`config.mk`:
```
export PLATFORM = sky130hd
export DESIGN_NAME = calc_bcd_converter
export DESIGN_NICKNAME = d
export VERILOG_FILES = /design/src/rtl/calc_bcd_converter_pkg.sv /design/src/rtl/calc_bcd_converter_add3.sv /design/src/rtl/calc_bcd_converter.sv
export SDC_FILE = /design/constraint.sdc
export NUM_CORES = 1
export LEC_CHECK = 0
export CELL_PAD_IN_SITES_DETAIL_PLACEMENT = 1
export CELL_PAD_IN_SITES_GLOBAL_PLACEMENT = 1
export CORE_ASPECT_RATIO = 1.25
export CORE_MARGIN = 1
export CORE_UTILIZATION = 46
export DETAILED_ROUTE_END_ITERATION = 8
export PLACE_DENSITY_LB_ADDON = 0.25
export SLEW_MARGIN = 20
export SYNTH_ARGS = -nofsm -noshare
export SYNTH_HDL_FRONTEND = slang
export SYNTH_SLANG_ARGS = --single-unit
```
`constraint.sdc`:
```
create_clock -name clk -period 2.8 [get_ports clk]
set_clock_uncertainty 0.2 [all_clocks]
set_input_delay 0.56 -clock clk [delete_from_list [all_inputs] [get_ports clk]]
set_output_delay 0.56 -clock clk [all_outputs]
set_load 0.02 [all_outputs]
```
`src/rtl/calc_bcd_converter_pkg.sv`:
```
// Shared types and constants for the calculator BCD converter stage.
// Holds the converter FSM encoding and the digit-count sanity function.
package calc_pkg;

  typedef enum logic [1:0] {
    IDLE  = 2'd0,
    SHIFT = 2'd1,
    DONE  = 2'd2
  } calc_bcd_state_t;

  localparam int         BCD_DIGIT_W = 4;
  localparam logic [3:0] BCD_BLANK   = 4'hF;

  // True when DIGITS decimal digits can represent every WIDTH-bit magnitude.
  function automatic bit bcd_digits_fit(input int width, input int digits);
    longint unsigned pow10;
    longint unsigned maxVal;
    pow10 = 64'd1;
    for (int i = 0; i < digits; i++) begin
      pow10 = pow10 * 64'd10;
    end
    maxVal = (64'd1 << width) - 64'd1;
    return (pow10 > maxVal);
  endfunction

endpackage

```
`src/rtl/calc_bcd_converter_add3.sv`:
```
// Single-digit double-dabble adjust: digits of 5 or more get +3 before the shift.
module bcd_add3
  import calc_pkg::*;
(
  input  logic [BCD_DIGIT_W-1:0] i_digit,
  output logic [BCD_DIGIT_W-1:0] o_digit
);

  assign o_digit = (i_digit >= 4'd5) ? (i_digit + 4'd3) : i_digit;

endmodule

```
`src/rtl/calc_bcd_converter.sv`:
```
// Sequential binary-to-BCD converter (double dabble) with a start/valid handshake.
// Define CALC_BCD_LZ_BLANK_EN to replace leading-zero digits with the blank code.
module calc_bcd_converter
  import calc_pkg::*;
#(
  parameter int WIDTH  = 9,
  parameter int DIGITS = 3
) (
  input  logic                          clk,
  input  logic                          reset,
  input  logic                          start,
  input  logic                          sign_in,
  input  logic [WIDTH-1:0]              mag_in,
  output logic                          busy,
  output logic                          valid,
  output logic                          sign_out,
  output logic [BCD_DIGIT_W*DIGITS-1:0] bcd_out
);

  localparam int SW = BCD_DIGIT_W * DIGITS;
  localparam int CW = $clog2(WIDTH + 1);

  generate
    if (!bcd_digits_fit(WIDTH, DIGITS)) begin : g_param_check
      $error("calc_bcd_converter: DIGITS too small for WIDTH");
    end
  endgenerate

  calc_bcd_state_t r_state;
  logic [WIDTH-1:0] r_bin;
  logic [SW-1:0]    r_scratch;
  logic [CW-1:0]    r_count;
  logic             r_sign;
  logic             r_zero;
  logic [SW-1:0]    r_bcd;
  logic             r_sign_out;

  logic [SW-1:0]    w_adj;
  logic [SW-1:0]    w_next_scratch;
  logic [WIDTH-1:0] w_next_bin;
  logic [SW-1:0]    w_final;

  genvar gi;
  generate
    for (gi = 0; gi < DIGITS; gi++) begin : g_adj
      bcd_add3 u_add3 (
        .i_digit(r_scratch[gi*BCD_DIGIT_W +: BCD_DIGIT_W]),
        .o_digit(w_adj[gi*BCD_DIGIT_W +: BCD_DIGIT_W])
      );
    end
  endgenerate

  assign w_next_scratch = {w_adj[SW-2:0], r_bin[WIDTH-1]};
  assign w_next_bin     = {r_bin[WIDTH-2:0], 1'b0};

  // The shift that reaches DONE loads the outputs directly from the next-scratch value.
`ifdef CALC_BCD_LZ_BLANK_EN
  logic w_lead_zero;
  always_comb begin
    w_final     = w_next_scratch;
    w_lead_zero = 1'b1;
    for (int d = DIGITS - 1; d > 0; d--) begin
      if (w_lead_zero && (w_next_scratch[d*BCD_DIGIT_W +: BCD_DIGIT_W] == 4'd0)) begin
        w_final[d*BCD_DIGIT_W +: BCD_DIGIT_W] = BCD_BLANK;
      end else begin
        w_lead_zero = 1'b0;
      end
    end
  end
`else
  always_comb begin
    w_final = w_next_scratch;
  end
`endif

  always_ff @(posedge clk or posedge reset) begin
    if (reset) begin
      r_state    <= IDLE;
      r_bin      <= '0;
      r_scratch  <= '0;
      r_count    <= '0;
      r_sign     <= 1'b0;
      r_zero     <= 1'b0;
      r_bcd      <= '0;
      r_sign_out <= 1'b0;
    end else begin
      case (r_state)
        IDLE, DONE: begin
          if (start) begin
            r_bin     <= mag_in;
            r_scratch <= '0;
            r_sign    <= sign_in;
            r_zero    <= (mag_in == '0);
            r_count   <= CW'(WIDTH);
            r_state   <= SHIFT;
          end else begin
            r_state   <= IDLE;
          end
        end
        SHIFT: begin
          r_scratch <= w_next_scratch;
          r_bin     <= w_next_bin;
          r_count   <= r_count - CW'(1);
          if (r_count == CW'(1)) begin
            r_state    <= DONE;
            r_bcd      <= w_final;
            r_sign_out <= r_sign & ~r_zero;
          end
        end
        default: r_state <= IDLE;
      endcase
    end
  end

  assign busy     = (r_state == SHIFT);
  assign valid    = (r_state == DONE);
  assign sign_out = r_sign_out;
  assign bcd_out  = r_bcd;

endmodule

```
# Word level (Yosys, flattened, before mapping)
# Cells that the tools add are included.
# word_totals
reg_bits,42
inputBits,13
# classes
add_sub_neg,4
n_lt_le_gt_ge,3
n_eq_ne,5
n_mux,12
bitwise,2
reduce_logical,7
# op_table
cell,count
case mux 12 bit (2 select lines),1
case mux 9 bit (2 select lines),1
greater-or-equal comparator 4 x 3 -> 1 bit (second input constant),3
2-to-1 mux 12 bit,1
2-to-1 mux 4 bit,3
zero test 9 bit,1
2-to-1 mux 9 bit,1
adder 4 x 2 -> 4 bit (second input constant),2
case mux 4 bit (2 select lines),1
AND reduction 2 bit,3
== test 4 x 1 -> 1 bit (second input constant),1
case mux 2 bit (2 select lines),1
subtractor 4 x 1 -> 4 bit (second input constant),1
adder 3 x 2 -> 3 bit (second input constant),1
2-to-1 mux 3 bit,1
== test 2 x 1 -> 1 bit (second input constant),1
== test 2 bit (second input constant),1
zero test 2 bit,1
2-to-1 mux 2 bit,1
inequality test 2 x 1 -> 1 bit (second input constant),1
inequality test 2 bit (second input constant),1
nonzero test 2 bit,1
OR reduction 2 bit,1
AND 1 bit,1
other kinds (2),2

# Longest topological paths before layout
# logic_depth
word_depth,4
ltp_mapped,7

# Cells and area by module
# A second synthesis with hierarchy kept.
# unflattened
hier_cells,175
area_unflattened_um2,2048.2
# by_module_without_submodules
module,n_inst,cells_per_inst,area_per_inst_um2,seq_area_each_um2
calc_bcd_converter,1,127,1744.2,1051.0
bcd_add3,3,16,101.3,0.0

# Worst setup path before layout
# No wires, ideal clock.
# synth_timing
kind,register to register
startpoint,register r_count[1]
endpoint,"register r_bcd[10], in the netlist bcd_out[10]"
arrival_ns,1.338
path_slack_ns,1.137
stages_incl_launch_ff,7
path_buffers,0
synth_period_minus_slack_ns,1.663
cell_sequence,dfrtp_1 -> inv_1 -> ha_1 -> nor3b_4 -> nand2_2 -> clkinv_4 -> mux2_4
# synth_between
elab_chain_len,2
# synth_lines
element,line_no,text
from (decl),calc_bcd_converter.sv:32,logic [CW-1:0] r_count;
from (signal assigned),calc_bcd_converter.sv:94,r_count <= CW'(WIDTH);
from (signal assigned),calc_bcd_converter.sv:103,r_count <= r_count - CW'(1);
== test 4 x 1 -> 1 bit,calc_bcd_converter.sv:104,if (r_count == CW'(1)) begin
AND reduction 2 bit (no line),-,
to (signal assigned),calc_bcd_converter.sv:106,r_bcd <= w_final;
to (decl),calc_bcd_converter.sv:35,logic [SW-1:0] r_bcd;
# No other way between the ends.
# A chain may end at the register's enable or synchronous reset.

# Final worst setup path
# layout_timing
startpoint,register r_state[1]
endpoint,output port busy
# layout_between
elab_chain_len,1
# layout_lines
element,line_no,text
from (decl),calc_bcd_converter.sv:29,calc_bcd_state_t r_state;
from (signal assigned),calc_bcd_converter.sv:78,r_state <= IDLE;
from (signal assigned),calc_bcd_converter.sv:95,r_state <= SHIFT;
from (signal assigned),calc_bcd_converter.sv:97,r_state <= IDLE;
== test 2 x 1 -> 1 bit,calc_bcd_converter.sv:115,assign busy = (r_state == SHIFT);
to (decl),calc_bcd_converter.sv:14,"output logic busy,"
# No other way between the ends.

==> qor.csv <==
metric;value;unit
outcome;completed;
initial_core_util;48.96;%
numCtsBuffers;5;
intPower;1.733;mW
insertedDiodeCount;0;
coreArea;4197;um2
initialDrtViolationCount;37;
endpoint_kind;output port;
clock-sinks;42;
hold_violations;0;
yosysUniqueCellTypes;37;
finalSetupViolations;0;
power_density;1220;nW/um2
mostFrequentLayoutCells;dfrtp_1 (42), nand2_1 (36), clkdlybuf4s50_1 (27);
combPwrFrac;49.2;%
area_growth;18.58;%
first_pass_iters;4;
clock_power_share;13.6;%
cts_tree;built;
cts_buffer_depth;2;
ys_warn_count;0;
nFillCells;460;
cp_data_required_time;2.04;ns
seq_area_frac_synth;51.16;%
die_w;61.78;um
netlist_instances;196;
ctsHtreeMaxLevel;2;
io_buffer_count;27;
wl_per_cell;16.61;um
synth_nets;217;
swShare;41.67;%
max_freq;397.4;MHz
root_buffer;clkbuf_8;
cp-start-kind;register;
min_period_over_period;89.87;%
ys_seq_elements;42;
drive_above_1_share;13.33;%
final_common_cell;dfrtp_1;
holdWs;0.2892;ns
fin_crit;2.516;ns
grt_pass1_vias;1675;
ctsHoldBuffers;0;
leakagePower;1.077;nW
criticalPathCategory;register to output port;
grt_pass1_wl;7983;um
rsz0062_at_grt;no;
grtUsageTotal;22.94;%
dieArea;4739;um2
syn_avg_cell_area;10.48;um2
arrival;1.76;ns
via_count;1530;
grt_overflow;0;
insertion_delay;0.29;ns
slew_headroom;46.77;%
drcViolationCount;0;
nNetsFinal;245;
antenna_found_initial;0;
multi_input_area;889.6;um2
rows;26;
grt_max_degree;43;
regArea;1051;um2
power_switching;1.238;mW
ant_nets;0;
routed_wl;4668;um
clkTransAtPathRegs;0.08;ns
hpwl;3370;um
p_total;2.971;mW
post-cts-setup-buffers;0;
ir_drop;536.6;uV
drv_cap;0;
netlist_area;2054;um2
setup_tns;0;ns
cts_resized;0;
die_height;76.72;um
seq_power_share;37.2;%
slew_violations;0;
cp_max_fo;21;
tightest_slew;0.7985;ns
globalplace.congestion;0.7352;
pin_count;28;
via_per_inst;5.445;
worstHoldPathType;register to register;
==> power by group through the flow <==
stage          Sequential (mW)  Clock, mW  Combinational, mW
5_1_grt                   1.14      0.435               1.62
3_3_place_gp              1.09          0               1.39
6_report                  1.11      0.403               1.46
4_1_cts                   1.11      0.412               1.49
3_5_place_dp              1.11          0               1.48
2_1_floorplan             1.17          0              0.980
==> registers in the layout, summed over array words and instances (netlist names) <==
name / flops
r_bin: 9
r_sign: 1
r_state: 2
bcd_out: 12
r_count: 4
r_scratch: 12
sign_out: 1
r_zero: 1
==> worst max-delay path, stage by stage, from the launching register on <==
cell and delay, ns:
dfrtp_1 0.38, nand2b_2 0.21, inv_4 0.21, clkdlybuf4s50_1 0.66
==> cell families (layout without fill, tap and decap cells) <==
group | after synthesis | count (layout) | share of synthesized area, %
AND/OR/NAND/NOR | 69 | 69 | 17.42
flip-flops | 42 | 42 | 51.16
buffers and inverters | 19 | 48 | 5.542
multiplexers | 8 | 8 | 5.116
XOR/XNOR | 5 | 5 | 2.131
adder cells (fa/ha/maj) | 8 | 8 | 4.872
AO/OA/AOI/OAI | 45 | 45 | 13.76
==> path summary, 6_finish.rpt <==
| kind | slack (ns) | depth (start not counted) | start | to |
|---|---|---|---|---|
| worst min-delay path | 0.29 | 2 | bcd_out[1] | bcd_out[1] |
| worst max-delay path | 0.28 | 3 | r_state[1] | busy |
| worst min register to register | 0.29 | 2 | bcd_out[1] | bcd_out[1] |
| max in group asynchronous | 1.52 | 3 | reset | r_count[3] |
| worst max register to register | 0.81 | 6 | r_count[1] | bcd_out[10] |
| min in group asynchronous | 0.50 | 3 | reset | sign_out |
==> cell usage after synthesis <==
master / instances / share of area (%)
nor2_4: 1 / 0.55
nor3_2: 1 / 0.49
nor4_1: 1 / 0.30
a21oi_2: 3 / 1.3
mux2i_1: 3 / 1.5
nand2_2: 1 / 0.30
or3b_2: 3 / 1.3
xor2_1: 1 / 0.43
nor2b_1: 1 / 0.30
buf_8: 2 / 1.5
xnor2_1: 4 / 1.7
or4_1: 1 / 0.37
nand3_1: 1 / 0.24
nor3_1: 3 / 0.73
o21ai_0: 1 / 0.24
buf_6: 1 / 0.55
mux2_4: 5 / 3.7
o21ai_1: 18 / 4.4
a31oi_2: 1 / 0.61
inv_4: 1 / 0.30
a31oi_1: 10 / 3.0
clkinv_4: 1 / 0.43
a21oi_1: 5 / 1.2
nand2b_1: 5 / 1.5
buf_2: 4 / 0.97
inv_1: 9 / 1.6
nor3b_1: 2 / 0.73
a22o_1: 7 / 3.0
clkbuf_1: 1 / 0.18
nor4_2: 1 / 0.61
nor2_1: 9 / 1.6
ha_1: 8 / 4.9
nor2b_2: 1 / 0.43
dfrtp_1: 42 / 51
nand2b_2: 1 / 0.43
nand2_1: 36 / 6.6
nor3b_4: 1 / 0.91
==> area by class of cell <==
| cell class | count | area share (%) |
|---|---|---|
| repair buffers | 29 | 11.71 |
| clock buffers | 7 | 3.544 |
| well taps | 56 | 2.876 |
| clock inverters | 1 | 0.2054 |
| flip-flops and latches | 42 | 43.14 |
| multi-input cells | 135 | 36.52 |
| inverters | 11 | 2.003 |
==> through the flow <==
step                std cells  util [%]  setup slack, ns  area (um2)
finish                    281     58.05           0.2837        2436
global route              281     58.05           0.2154        2436
CTS                       281     58.05           0.2763        2436
detailed placement        273     55.87           0.5253        2345
global placement          273     55.87           0.6395        2345
floorplan                 196         -            1.066        2054
==> per-layer routing <==
layer,GRT usage [%],wire (um)
met4,9.111,110
met5,0,0
met2,36.99,2409
met3,5.228,159
met1,29.00,1989
Note: power is estimated with default switching activity, not from simulation.
